===== src/rtl/tron_pkg.sv =====
// Shared light-cycle definitions: one-hot direction codes and helpers.
// Imported by the input front end and by the drawing/position logic.
package tron_pkg;

    localparam int unsigned DIR_W     = 4;
    localparam int unsigned N_PLAYERS = 2;

    // One-hot movement codes; STOP is the all-zero code.
    typedef enum logic [DIR_W-1:0] {
        DIR_STOP = 4'b0000,
        DIR_YM   = 4'b0001,
        DIR_YP   = 4'b0010,
        DIR_XM   = 4'b0100,
        DIR_XP   = 4'b1000
    } dir_t;

    // 180-degree reversal of a direction; STOP has no opposite.
    function automatic dir_t dir_opposite(input dir_t d);
        case (d)
            DIR_YM:  return DIR_YP;
            DIR_YP:  return DIR_YM;
            DIR_XM:  return DIR_XP;
            DIR_XP:  return DIR_XM;
            default: return DIR_STOP;
        endcase
    endfunction

    // True when exactly one button reported a press this cycle.
    function automatic logic is_single_press(input logic [DIR_W-1:0] v);
        return (v != '0) && ((v & (v - DIR_W'(1))) == '0);
    endfunction

endpackage


===== src/rtl/player_input_if.sv =====
// Game-side bundle between the input front end and the rest of the game.
//   frame_tick : one-cycle pulse at the last pixel of each frame
//   dflt       : synchronous game restart
//   p1_btn/p2_btn   : raw asynchronous direction pads
//   p1_info/p2_info : committed one-hot direction codes
// master drives the pads/ticks and reads the codes; slave is the front end.
interface player_input_if;
    import tron_pkg::*;

    logic             frame_tick;
    logic             dflt;
    logic [DIR_W-1:0] p1_btn;
    logic [DIR_W-1:0] p2_btn;
    logic [DIR_W-1:0] p1_info;
    logic [DIR_W-1:0] p2_info;

    modport master (
        output frame_tick, dflt, p1_btn, p2_btn,
        input  p1_info, p2_info
    );

    modport slave (
        input  frame_tick, dflt, p1_btn, p2_btn,
        output p1_info, p2_info
    );

endinterface


===== src/rtl/button_debounce.sv =====
// Single-button synchronizer + debouncer with a one-cycle press pulse.
//   clock, reset : system clock, synchronous active-high reset
//   btn          : raw asynchronous button level
//   press_c      : high for one cycle after an accepted rising level
module button_debounce #(
    parameter int unsigned DEBOUNCE_CYCLES = 500000
) (
    input  logic clock,
    input  logic reset,
    input  logic btn,
    output logic press_c
);

    localparam int unsigned     CNT_W    = $clog2(DEBOUNCE_CYCLES + 1);
    localparam logic [CNT_W-1:0] CNT_LAST = CNT_W'(DEBOUNCE_CYCLES - 1);

    logic             s1;
    logic             s2;
    logic             stable;
    logic             stable_prev;
    logic [CNT_W-1:0] cnt;

    // Synchronize, then accept a new level only after it persists long enough.
    always_ff @(posedge clock) begin
        if (reset) begin
            s1          <= 1'b0;
            s2          <= 1'b0;
            stable      <= 1'b0;
            stable_prev <= 1'b0;
            cnt         <= '0;
        end else begin
            s1          <= btn;
            s2          <= s1;
            stable_prev <= stable;
            if (s2 == stable) begin
                cnt <= '0;
            end else if (cnt == CNT_LAST) begin
                stable <= ~stable;
                cnt    <= '0;
            end else begin
                cnt <= cnt + CNT_W'(1);
            end
        end
    end

    assign press_c = stable & ~stable_prev;

endmodule


===== src/rtl/player_input.sv =====
// Two-player direction front end: debounces pads, rejects reversals and
// commits one direction change per frame at frame_tick.
//   clock, reset : system clock, synchronous active-high reset
//   bus          : player_input_if.slave (ticks, restart, pads, codes)
module player_input
    import tron_pkg::*;
#(
    parameter int unsigned DEBOUNCE_CYCLES = 500000
) (
    input  logic           clock,
    input  logic           reset,
    player_input_if.slave  bus
);

    logic [DIR_W-1:0] btn_raw [N_PLAYERS];
    logic [DIR_W-1:0] info    [N_PLAYERS];

    assign btn_raw[0]  = bus.p1_btn;
    assign btn_raw[1]  = bus.p2_btn;
    assign bus.p1_info = info[0];
    assign bus.p2_info = info[1];

    for (genvar p = 0; p < N_PLAYERS; p++) begin : g_player
        logic [DIR_W-1:0] press_c;
        dir_t             cur;
        dir_t             pend;
        logic             pend_v;
        logic             commit_c;
        logic             accept_c;
        dir_t             ref_dir_c;

        for (genvar b = 0; b < DIR_W; b++) begin : g_btn
            button_debounce #(
                .DEBOUNCE_CYCLES (DEBOUNCE_CYCLES)
            ) u_debounce (
                .clock   (clock),
                .reset   (reset),
                .btn     (btn_raw[p][b]),
                .press_c (press_c[b])
            );
        end

        // A press is judged against the direction cur holds after this edge.
        always_comb begin
            commit_c  = bus.frame_tick && pend_v;
            ref_dir_c = commit_c ? pend : cur;
            accept_c  = is_single_press(press_c) &&
                        (dir_t'(press_c) != dir_opposite(ref_dir_c));
        end

        // IDLE (cur == STOP) / MOVING command register; restart beats tick and press.
        always_ff @(posedge clock) begin
            if (reset) begin
                cur    <= DIR_STOP;
                pend   <= DIR_STOP;
                pend_v <= 1'b0;
            end else if (bus.dflt) begin
                cur    <= DIR_STOP;
                pend_v <= 1'b0;
            end else begin
                if (commit_c) begin
                    cur    <= pend;
                    pend_v <= 1'b0;
                end
                if (accept_c) begin
                    pend   <= dir_t'(press_c);
                    pend_v <= 1'b1;
                end
            end
        end

        assign info[p] = cur;
    end

endmodule


===== src/flat_wrapper.sv =====
// flat-port wrapper written by rule: the top's interface ports become plain ports
module player_input_flat import tron_pkg::*;
#(
    parameter int unsigned DEBOUNCE_CYCLES = 500000
)
  (clock, reset, bus_frame_tick, bus_dflt, bus_p1_btn, bus_p2_btn, bus_p1_info, bus_p2_info);
  player_input_if bus_i ();
  input  logic clock;
  input  logic reset;
  input wire logic [$bits(bus_i.frame_tick)-1:0] bus_frame_tick;
  input wire logic [$bits(bus_i.dflt)-1:0] bus_dflt;
  input wire logic [$bits(bus_i.p1_btn)-1:0] bus_p1_btn;
  input wire logic [$bits(bus_i.p2_btn)-1:0] bus_p2_btn;
  output wire logic [$bits(bus_i.p1_info)-1:0] bus_p1_info;
  output wire logic [$bits(bus_i.p2_info)-1:0] bus_p2_info;
  assign bus_i.frame_tick = bus_frame_tick;
  assign bus_i.dflt = bus_dflt;
  assign bus_i.p1_btn = bus_p1_btn;
  assign bus_i.p2_btn = bus_p2_btn;
  assign bus_p1_info = bus_i.p1_info;
  assign bus_p2_info = bus_i.p2_info;
  player_input #(.DEBOUNCE_CYCLES(DEBOUNCE_CYCLES)) u_core (.clock(clock), .reset(reset), .bus(bus_i));
endmodule

===== config.mk =====
export PLATFORM = sky130hd
export DESIGN_NAME = player_input_flat
export DESIGN_NICKNAME = d
export VERILOG_FILES = /design/src/rtl/tron_pkg.sv /design/src/rtl/player_input_if.sv /design/src/rtl/button_debounce.sv /design/src/rtl/player_input.sv /design/src/flat_wrapper.sv
export SDC_FILE = /design/constraint.sdc
export NUM_CORES = 1
export LEC_CHECK = 0
export ABC_AREA = 1
export CAP_MARGIN = 20
export CELL_PAD_IN_SITES_DETAIL_PLACEMENT = 1
export CELL_PAD_IN_SITES_GLOBAL_PLACEMENT = 1
export CORE_MARGIN = 1
export CORE_UTILIZATION = 25
export DETAILED_ROUTE_END_ITERATION = 10
export MAX_ROUTING_LAYER = met4
export PLACE_DENSITY_LB_ADDON = 0.2
export RECOVER_POWER = 100
export REMOVE_ABC_BUFFERS = 1
export SYNTH_ARGS = -nofsm -noshare
export SYNTH_HDL_FRONTEND = slang
export SYNTH_SLANG_ARGS = --single-unit

===== constraint.sdc =====
create_clock -name clock -period 1.6 [get_ports clock]
set_input_delay 0.32 -clock clock [delete_from_list [all_inputs] [get_ports clock]]
set_output_delay 0.32 -clock clock [all_outputs]
set_load 0.02 [all_outputs]

==> metrics.cfg <==
[status]
status=finished, violations left
violations=negative setup slack

[sta]
finalSetupViolations=1
rsz0062_at_grt=yes
slew_headroom=0.599
fin_worst_skew_ps=8.30
hold_viol=0
finalCritPeriodShare=1.01
finalMaxSlewViolations=0
worst_pin_slew_ps=602
period_needed_ps=1610
max_freq_ghz=0.622
layout_setup_ws_ps=-8.62
hold_slack_ps=205

[finish]
num_antenna_cells=0
stdcell_area_um2=13900
drive_gt1_frac=0.351
final_core_util=0.379
mostFrequentLayoutCells=buf_4 (201), nand2_1 (195), inv_1 (186), dfxtp_1 (169), nor2_1 (159)
fin_cells=2039
final_common_cell=buf_4
areaGrowthSynthToFinish_pct=48.4
nNetsFinal=1572

[setup_path]
r2r_slack_ps=-9
path_class=register to register
cpMostUsedCell=nand2_2
cpPeakStageDelay_ps=350
path_buf_inv=2
r2r-start=u_core.g_player[0].g_btn[1].u_debounce.cnt[0]$_SDFF_PP0_
crit_required_ps=2080
cp_slowest_cell=dfxtp_2
crit_start=u_core.g_player[0].g_btn[1].u_debounce.cnt[0]$_SDFF_PP0_
crit_arrival_ps=2080
ff2ff_path_depth=11
critPathLaunchType=register
cp-end-kind=register
cp_max_fo=3
timing.rr.end=u_core.g_player[0].g_btn[1].u_debounce.cnt[16]$_SDFF_PP0_
critPathTopFamily=simple AND/OR/NAND/NOR gates
path_cells=ha_4 -> nand2_2 -> nor2_2 -> nand4_1 -> buf_4 -> nor3_4 -> nand2_2 -> nor2_4 -> a21o_1 -> nand3_1 -> inv_1

[pwr]
irDropWorstVdd_uv=814
p_per_area_nw_per_um2=869
clkPwrFrac=0.562
power_leakage_nw=5.66
power_frac_comb=0.021
seq_power_share=0.418
power_switching_mw=2.46
switching_share=0.203
power.internal_mw=9.65

[floorplan]
fp.dieH_um=196
start_util=0.255
die_w_um=196
rows=70
die-area_um2=38300
ios=20
core_um2=36800

[synth]
ys_seq_elements=202
ys.flop_type=dfxtp_1
syn_inst=1298
syn_area_per_cell_um2=7.24
synth_cell_type_count=48
yosysWarnings=0
ys_seq_area_frac=0.431
syn_area_um2=9390
ys_async_sr_fraction=0
synth-edff-count=0

[placement]
post_dp_cell_area_um2=11400
hpwl_um=17800
place_inst=1942
port_buffers=19
gp_congestion=0.801

[global_route]
grt_use_met2=0.216
grt_pass1_vias=8956
overflow=0
grt_util_met3=0.0194
antenna_found_initial=0
grt_max_degree=20
grt_pass1_wl_um=41900
grt.met1_usage=0.173
track_usage=0.133
grt.busiest_layer=met2

[run]
drv_cap=0

[route]
wl_per_cell_um=12.3
drtIter0Drc=261
drc=0
routed_wl_um=25100
ant_nets=0
viasPerCell=4.36
first_pass_iters=6
vias=8893

[clock_tree]
cts_num_sinks=202
htreeDepth=1
clkTransAtPathRegs_ps=60
cts_buffers=27
root_buffer=clkbuf_16
clk_latency_ps=530
cts_tree=built
hold_buffers=0
cts.path.max_buffers=3

[worst_hold_path]
hold_path_class=input pin to register
hold_end=u_core.g_player[1].g_btn[0].u_debounce.s1$_SDFF_PP0_
worst_hold_path.num_cells=3
min-delay-start=reset

==> cell usage after synthesis (all sizes together), types with 5 or more instances <==
library cell | count | area share
o21ai | 49 | 0.026
nand3b | 5 | 0.0040
ha | 8 | 0.011
xor2 | 31 | 0.029
nand3 | 73 | 0.043
nor3b | 20 | 0.018
nor3 | 57 | 0.037
nand4 | 36 | 0.024
xnor2 | 13 | 0.012
dfxtp | 202 | 0.43
buf | 17 | 0.011
a21oi | 62 | 0.033
nor2 | 218 | 0.097
nand2 | 253 | 0.11
nor4 | 15 | 0.012
inv | 215 | 0.086
==> how the worst max path moves through the flow <==
| stage | to | cells after the start |
|---|---|---|
| finish | u_core.g_player[0].g_btn[1].u_debounce.cnt[16]$_SDFF_PP0_ | 11 |
| global route | u_core.g_player[1].pend[2]$_SDFFE_PP0P_ | 13 |
| CTS | u_core.g_player[0].g_btn[1].u_debounce.cnt[18]$_SDFF_PP0_ | 10 |
| detailed placement | u_core.g_player[1].pend[1]$_SDFFE_PP0P_ | 15 |
| global placement | u_core.g_player[0].pend[1]$_SDFFE_PP0P_ | 15 |
| floorplan | u_core.g_player[0].g_btn[2].u_debounce.cnt[18]$_SDFF_PP0_ | 8 |
==> cell type report <==
class                   instances  area, um^2
inverters                     217         822
flip-flops and latches        202        4100
multi-input cells             862        5430
repair buffers                242        2000
clock inverters                15         275
clock buffers                  33         728
fillers                      4419       22800
well taps                     468         586
==> per-stage QoR <==
| step | setup WS [ps] | power (mW) | setup TNS [ps] |
|---|---|---|---|
| floorplan | -72.1 | 5.25 | -186 |
| global placement | -527 | 5.40 | -9300 |
| detailed placement | -591 | 5.41 | -10220 |
| CTS | -76.6 | 12.4 | -317 |
| global route | -143 | 12.6 | -3400 |
| finish | -8.62 | 12.1 | -8.62 |
==> registers in the layout (all words and copies together), names as in the netlist <==
name	cells
u_core.g_player.g_btn.u_debounce.stable_prev	8
u_core.g_player.g_btn.u_debounce.cnt	152
u_core.bus.p1_info	4
u_core.g_player.pend	8
u_core.g_player.g_btn.u_debounce.s1	8
u_core.g_player.g_btn.u_debounce.s2	8
u_core.bus.p2_info	4
u_core.g_player.g_btn.u_debounce.stable	8
u_core.g_player.pend_v	2
==> worst min-delay path: cells and delay by family <==
kind	cells	cell delay, ps
buf+inv	2	320
simple gates	1	50
==> power groups by stage <==
stage,clock network [mW],logic (mW),registers (mW)
6_report,6.80,0.251,5.06
2_1_floorplan,0,0.0803,5.17
3_5_place_dp,0,0.230,5.18
5_1_grt,7.29,0.281,5.06
4_1_cts,7.07,0.245,5.06
3_3_place_gp,0,0.226,5.17
==> cell families (layout without fill, tap and decap cells) <==
family,count (synthesis),in the layout,share of synthesized area
buf+inv,234,507,0.0977
fa+ha+maj,8,8,0.0107
simple gates,684,684,0.348
flops,202,202,0.431
compound gates,126,126,0.0722
xor+xnor,44,44,0.0410
==> metal layers <==
layer | up-vias | part of all wire
met2 | 57 | 0.46
met4 | 0 | 0.023
li1 | 4639 | -
met3 | 39 | 0.027
met1 | 4158 | 0.49
met5 | - | 0
==> timing repair <==
item / in CTS / in global routing
setup buffers: 24 / 26
pin swaps: 42 / 103
gates cloned: 1 / 2
endpoints found under the hold margin: 0 / 0
setup endpoints to repair: 112 / 153
resized for setup: 115 / 218
No activity file was read; power rests on OpenSTA's default activity.
